**src/rtl/half_fp_pkg.sv**
```systemverilog
// Shared definitions for the binary16 multiplier datapath: FSM states, exponent limits,
// flag bit positions and canonical special encodings.
package half_fp_pkg;

  typedef enum logic [2:0] {
    IDLE,
    NORM,
    DENORM,
    ROUND,
    HOLD
  } state_t;

  localparam int BIAS    = 15;
  localparam int EXP_MAX = 31;

  localparam int FLG_OVF = 2;
  localparam int FLG_UNF = 1;
  localparam int FLG_INX = 0;

  localparam logic [15:0] QNAN    = 16'h7E00;
  localparam logic [15:0] POS_INF = 16'h7C00;

  function automatic logic [2:0] mk_flags(input logic ovf, input logic unf, input logic inx);
    logic [2:0] f;
    f          = '0;
    f[FLG_OVF] = ovf;
    f[FLG_UNF] = unf;
    f[FLG_INX] = inx;
    return f;
  endfunction

endpackage

```
**src/rtl/half_fp_rne_round.sv**
```systemverilog
// Combinational round-to-nearest-even of a 1.20 fixed-point significand to 11 bits.
// o_carry flags a rollover into the next binade (bit 11 normal, bit 10 subnormal).
module half_fp_rne_round (
  input  logic [20:0] i_mant,
  input  logic        i_sticky,
  input  logic        i_sub,
  output logic [11:0] o_sig,
  output logic        o_carry,
  output logic        o_inexact
);

  logic w_g;
  logic w_s;
  logic w_inc;

  assign w_g       = i_mant[9];
  assign w_s       = (|i_mant[8:0]) | i_sticky;
  assign w_inc     = w_g & (w_s | i_mant[10]);
  assign o_sig     = {1'b0, i_mant[20:10]} + {11'b0, w_inc};
  assign o_carry   = i_sub ? o_sig[10] : o_sig[11];
  assign o_inexact = w_g | w_s;

endmodule

```
**src/rtl/half_fp_round_pack.sv**
```systemverilog
// Normalize / RNE round / pack to binary16; 1 to 17 cycles, result held until out_ready.
// HALF_FP_SUBNORMAL_EN builds gradual underflow; otherwise tiny results flush to signed zero.
module half_fp_round_pack
  import half_fp_pkg::*;
#(
  parameter int PROD_W = 22,
  parameter int EXP_W  = 7
) (
  input  logic              clk,
  input  logic              n_rst,
  input  logic              in_valid,
  output logic              in_ready,
  input  logic              in_sign,
  input  logic [EXP_W-1:0]  in_exp,
  input  logic [PROD_W-1:0] in_mant,
  input  logic              in_special,
  input  logic [15:0]       in_special_val,
  output logic              out_valid,
  input  logic              out_ready,
  output logic [15:0]       out_result,
  output logic [2:0]        out_flags
);

  state_t                   r_state;
  logic                     r_sign;
  logic signed [EXP_W-1:0]  r_exp;
  logic [PROD_W-1:0]        r_mant;
  logic                     r_sticky;
  logic                     r_sub;

  logic [PROD_W-1:0]        w_nmant;
  logic signed [EXP_W-1:0]  w_nexp;
  logic                     w_nsticky;
  logic [11:0]              w_sig;
  logic                     w_carry;
  logic                     w_inx;
  logic [EXP_W-1:0]         w_rexp;

  assign in_ready  = (r_state == IDLE);

  // Product lies in [1,4): at most one right shift brings it into [1,2).
  assign w_nmant   = r_mant[PROD_W-1] ? (r_mant >> 1) : r_mant;
  assign w_nexp    = r_exp + EXP_W'(r_mant[PROD_W-1]);
  assign w_nsticky = r_sticky | (r_mant[PROD_W-1] & r_mant[0]);
  assign w_rexp    = r_exp + EXP_W'(w_carry);

  half_fp_rne_round u_rne (
    .i_mant    (r_mant[PROD_W-2:0]),
    .i_sticky  (r_sticky),
    .i_sub     (r_sub),
    .o_sig     (w_sig),
    .o_carry   (w_carry),
    .o_inexact (w_inx)
  );

  always_ff @(posedge clk or negedge n_rst) begin
    if (!n_rst) begin
      r_state    <= IDLE;
      r_sign     <= 1'b0;
      r_exp      <= '0;
      r_mant     <= '0;
      r_sticky   <= 1'b0;
      r_sub      <= 1'b0;
      out_valid  <= 1'b0;
      out_result <= 16'h0000;
      out_flags  <= 3'b000;
    end else begin
      case (r_state)
        IDLE: begin
          if (in_valid) begin
            r_sign   <= in_sign;
            r_exp    <= in_exp;
            r_mant   <= in_mant;
            r_sticky <= 1'b0;
            r_sub    <= 1'b0;
            if (in_special) begin
              out_result <= in_special_val;
              out_flags  <= '0;
              out_valid  <= 1'b1;
              r_state    <= HOLD;
            end else begin
              r_state <= NORM;
            end
          end
        end
        NORM: begin
          r_mant   <= w_nmant;
          r_exp    <= w_nexp;
          r_sticky <= w_nsticky;
          if (w_nexp >= EXP_MAX) begin
            out_result <= POS_INF | {r_sign, 15'h0};
            out_flags  <= mk_flags(1'b1, 1'b0, 1'b1);
            out_valid  <= 1'b1;
            r_state    <= HOLD;
          end else if (w_nexp <= 0) begin
`ifdef HALF_FP_SUBNORMAL_EN
            r_state <= DENORM;
`else
            out_result <= {r_sign, 15'h0};
            out_flags  <= mk_flags(1'b0, 1'b1, 1'b1);
            out_valid  <= 1'b1;
            r_state    <= HOLD;
`endif
          end else begin
            r_state <= ROUND;
          end
        end
`ifdef HALF_FP_SUBNORMAL_EN
        DENORM: begin
          r_mant   <= r_mant >> 1;
          r_exp    <= r_exp + EXP_W'(1);
          r_sticky <= r_sticky | r_mant[0];
          if (r_exp == '0 || r_mant[PROD_W-1:1] == '0) begin
            r_sub   <= 1'b1;
            r_state <= ROUND;
          end
        end
`endif
        ROUND: begin
          out_valid <= 1'b1;
          r_state   <= HOLD;
          // Tininess is judged before rounding, so a carry into exp=1 still reports underflow.
          if (r_sub) begin
            out_result <= {r_sign, 4'b0, w_sig[10], w_sig[9:0]};
            out_flags  <= mk_flags(1'b0, w_inx, w_inx);
          end else if (w_rexp >= EXP_W'(EXP_MAX)) begin
            out_result <= POS_INF | {r_sign, 15'h0};
            out_flags  <= mk_flags(1'b1, 1'b0, 1'b1);
          end else begin
            out_result <= {r_sign, w_rexp[4:0], w_sig[11] ? 10'h000 : w_sig[9:0]};
            out_flags  <= mk_flags(1'b0, 1'b0, w_inx);
          end
        end
        HOLD: begin
          if (out_ready) begin
            out_valid <= 1'b0;
            r_state   <= IDLE;
          end
        end
        default: r_state <= IDLE;
      endcase
    end
  end

endmodule

```
**config.mk**
```make
export PLATFORM = sky130hd
export DESIGN_NAME = half_fp_round_pack
export DESIGN_NICKNAME = d
export VERILOG_FILES = /design/src/rtl/half_fp_pkg.sv /design/src/rtl/half_fp_rne_round.sv /design/src/rtl/half_fp_round_pack.sv
export SDC_FILE = /design/constraint.sdc
export NUM_CORES = 1
export LEC_CHECK = 0
export CORE_MARGIN = 1.5
export CORE_UTILIZATION = 55
export CTS_BUF_LIST = sky130_fd_sc_hd__clkbuf_4 sky130_fd_sc_hd__clkbuf_8 sky130_fd_sc_hd__clkbuf_16
export CTS_CLUSTER_SIZE = 25
export DETAILED_ROUTE_END_ITERATION = 8
export GPL_TIMING_DRIVEN = 0
export PLACE_DENSITY_LB_ADDON = 0.15
export SLEW_MARGIN = 5
export SYNTH_ARGS = -nofsm -noshare
export SYNTH_HDL_FRONTEND = slang
export SYNTH_SLANG_ARGS = --single-unit
```
**constraint.sdc**
```tcl
create_clock -name clk -period 6.66 [get_ports clk]
set_input_delay 0.999 -clock clk [delete_from_list [all_inputs] [get_ports clk]]
set_output_delay 0.999 -clock clk [all_outputs]
set_load 0.02 [all_outputs]
```
==> reports/summary.txt <==
final wirelength - 8268 um
vias per inst - 6.028
Worst Path Required - 6880 ps
CTS tree - done
vias in the first global route - 2971
Synth warnings - 0
clock-pin slew on the worst setup and hold paths - 110 ps
worst path cell trace - clkbuf_2 -> nand4_1 -> nor4_2 -> ha_1 -> ha_1 -> and3_1 -> nor4b_1 -> a31oi_1 -> clkbuf_1 -> a31oi_1 -> mux2_4
Fmax - 310.9 MHz
Max VDD drop - 0.2512 mV
Final #Nets - 485
CP endpoint kind - register
CP max stage delay - 470 ps
DRT iter0 DRCs - 263
Tcrit/Tclk final - 0.4830
clk_skew - 14.22 ps
Critical Path AT - 3440 ps
post-synthesis cell count - 350
Synth top area share - 0.4117
Post CTS Setup Buffer Count - 0
Post-Syn Area per Cell - 9.377 um2
antenna diode count - 0
clk_lat worst skew - 320 ps
Slew @ Worst Pin - 829.4 ps
Startpoint Class - register
CTS buffer count - 5
Max-slew headroom - 0.4393
Tmin final - 3217 ps
die area - 6439 um2
crit path kind - register to register
final hold vios - 0
number of synthesized flops with an enable pin - 0
DRC violations left - 0
tightest hold margin - 502.0 ps
clock sink total - 54
fin. max-slew vios - 0
#FFs+latches synth - 54
register area share after synthesis - 0.4117
setup TNS - 0 ps
post-DP HPWL - 6228 um
Rows - 27
initial core utilization - 0.5817
Ports - 72
status - finished clean
Detailed Routing Iterations Pass 1 - 5
P per Cell Area - 429.0 nW/um2
leakage power - 1.876 nW
first-pass GRT wire length - 14020 um
ys async rst share - 1.000
CTS Hold Buffers Added - 0
Synth cell types - 55
core area - 5642 um2
slowest CP cell - nor4_2
ys flop type - dfrtp_1
RSZ-0062 raised after global routing - no
worst hold path class - register to register
antenna violations before repair - 0
WL per Instance - 16.47 um
top cell type by total area after synthesis - dfrtp_1
mapped cell area - 3282 um2
top cells by area, synth - dfrtp_1, mux2i_1, o21ai_0
Chip Height - 80.25 um
CTS H-tree depth - 2
width of the die - 80.25 um
Synthesized Nets - 406
crit-path max FO - 10
Setup Viol. Count Final - 0
GR Util All Layers - 0.2804
synth-to-layout area growth - 27.87%
# Max-Cap Violations - 0
share of layout cells above drive strength 1 - 0.1000
antenna viol nets, final - 0
Post-CTS Resized - 0
CTS root buf - clkbuf_8
number of port buffers - 71
RePlAce Congestion - 0.8847
DR vias - 3026
pin count of the biggest net entering global routing - 32
CTS max path bufs - 2
total congestion overflow - 0
==> layout by cell type (no fill, tap or decap), types with 3 or more instances in the layout <==
| cell | netlist | final |
|---|---|---|
| buf_6 | 5 | 5 |
| clkdlybuf4s50_1 | 0 | 70 |
| nor2_1 | 14 | 14 |
| nand3_1 | 17 | 17 |
| xnor2_1 | 6 | 6 |
| nor4_1 | 3 | 3 |
| inv_1 | 18 | 18 |
| nand4_1 | 5 | 5 |
| dfrtp_1 | 54 | 54 |
| nand2b_1 | 4 | 4 |
| a32oi_1 | 11 | 11 |
| a31oi_1 | 5 | 5 |
| ha_1 | 5 | 5 |
| a21oi_1 | 11 | 11 |
| clkbuf_1 | 11 | 11 |
| o21ai_0 | 35 | 35 |
| clkbuf_8 | 0 | 6 |
| a32o_1 | 3 | 3 |
| buf_2 | 7 | 8 |
| nor3_1 | 5 | 5 |
| and2_1 | 5 | 5 |
| a221o_1 | 5 | 5 |
| xor2_1 | 8 | 8 |
| mux2i_1 | 19 | 19 |
| or3_1 | 3 | 3 |
| mux2_4 | 8 | 8 |
| nand2_1 | 45 | 45 |
==> layer usage <==
layer  track usage  share of wire  vias to the layer above  wire length (um)
li1              -              -                     1430                 -
met1        0.3654           0.44                     1467              3616
met2        0.4807           0.49                      119              4060
met3       0.04773          0.058                       10               477
met4       0.07414          0.014                        0               114
met5             0              0                        -                 0
==> flip-flops by register name (all words and copies together), names as in the netlist <==
name,count
out_result,16
r_sign,1
out_valid,1
r_state,3
r_sticky,1
r_exp,7
out_flags,3
r_mant,22
==> stage by stage <==
step | power [mW] | area (um2) | utilization | std cells | worst slack (ps)
2_1_floorplan | 1.249 | 3282 | - | 350 | 3837
3_3_place_gp | 1.553 | 4083 | 0.7237 | 493 | 2976
3_5_place_dp | 1.591 | 4098 | 0.7263 | 494 | 3498
4_1_cts | 1.797 | 4197 | 0.7438 | 502 | 3487
5_1_grt | 1.929 | 4197 | 0.7438 | 502 | 3177
6_report | 1.800 | 4197 | 0.7438 | 502 | 3443
==> Yosys cell counts, types with 2 or more instances <==
| master | number |
|---|---|
| nor4_1 | 3 |
| xor2_1 | 8 |
| and2_1 | 5 |
| inv_1 | 18 |
| o22ai_1 | 2 |
| nor3_1 | 5 |
| nand3_1 | 17 |
| mux2_2 | 2 |
| nand4_1 | 5 |
| dfrtp_1 | 54 |
| a221o_1 | 5 |
| a211o_1 | 2 |
| or3_1 | 3 |
| nor4b_1 | 2 |
| and3_4 | 2 |
| o31a_1 | 2 |
| xnor2_1 | 6 |
| ha_1 | 5 |
| a32o_1 | 3 |
| clkbuf_1 | 11 |
| mux2i_1 | 19 |
| buf_2 | 7 |
| nand2_1 | 45 |
| a31oi_1 | 5 |
| a21oi_1 | 11 |
| o21ai_0 | 35 |
| buf_6 | 5 |
| mux2_4 | 8 |
| o2111ai_1 | 2 |
| and3_1 | 2 |
| a32oi_1 | 11 |
| nor2_1 | 14 |
| nand2b_1 | 4 |
==> where the power goes <==
group,internal (mW),switching [mW]
Clock,0.0859,0.117
Combinational,0.442,0.519
Sequential,0.486,0.151
Total,1.01,0.787
==> logic make-up (layout without fill, tap and decap cells) <==
group | after synthesis | count (layout) | synth area share
mux | 30 | 30 | 0.1056
simple gates | 113 | 113 | 0.1765
compound gates | 90 | 90 | 0.1838
fa+ha+maj | 5 | 5 | 0.01906
buf+inv | 44 | 124 | 0.06595
xor+xnor | 14 | 14 | 0.03736
flops | 54 | 54 | 0.4117
==> worst paths after layout <==
path	slack, ps	end	cells after the start	startpoint
setup / recovery	3440	out_flags[0]	11	r_mant[12]
hold / removal	500	r_sign	2	r_sign
setup reg to reg	3440	out_flags[0]	11	r_mant[12]
hold reg to reg	500	r_sign	2	r_sign
max in group asynchronous	5440	r_mant[17]	2	n_rst
min in group asynchronous	650	out_valid	1	n_rst
==> critical path: cells and delay by family (launching register included) <==
| family | cells | cell delay (ps) |
|---|---|---|
| fa+ha+maj | 2 | 530 |
| simple gates | 4 | 1040 |
| buf+inv | 2 | 540 |
| flops | 1 | 330 |
| compound gates | 2 | 410 |
| mux | 1 | 280 |
==> layout make-up <==
type	instances	area, um2
timing repair buffer	72	725.7
tap	72	90.09
sequential	54	1351
fill	437	1445
clock buffer	6	82.58
inverter	18	67.56
multi-input combinational	252	1714
buffer	26	148.9
clock inverter	2	16.27
No activity file was read; power rests on OpenSTA's default activity.
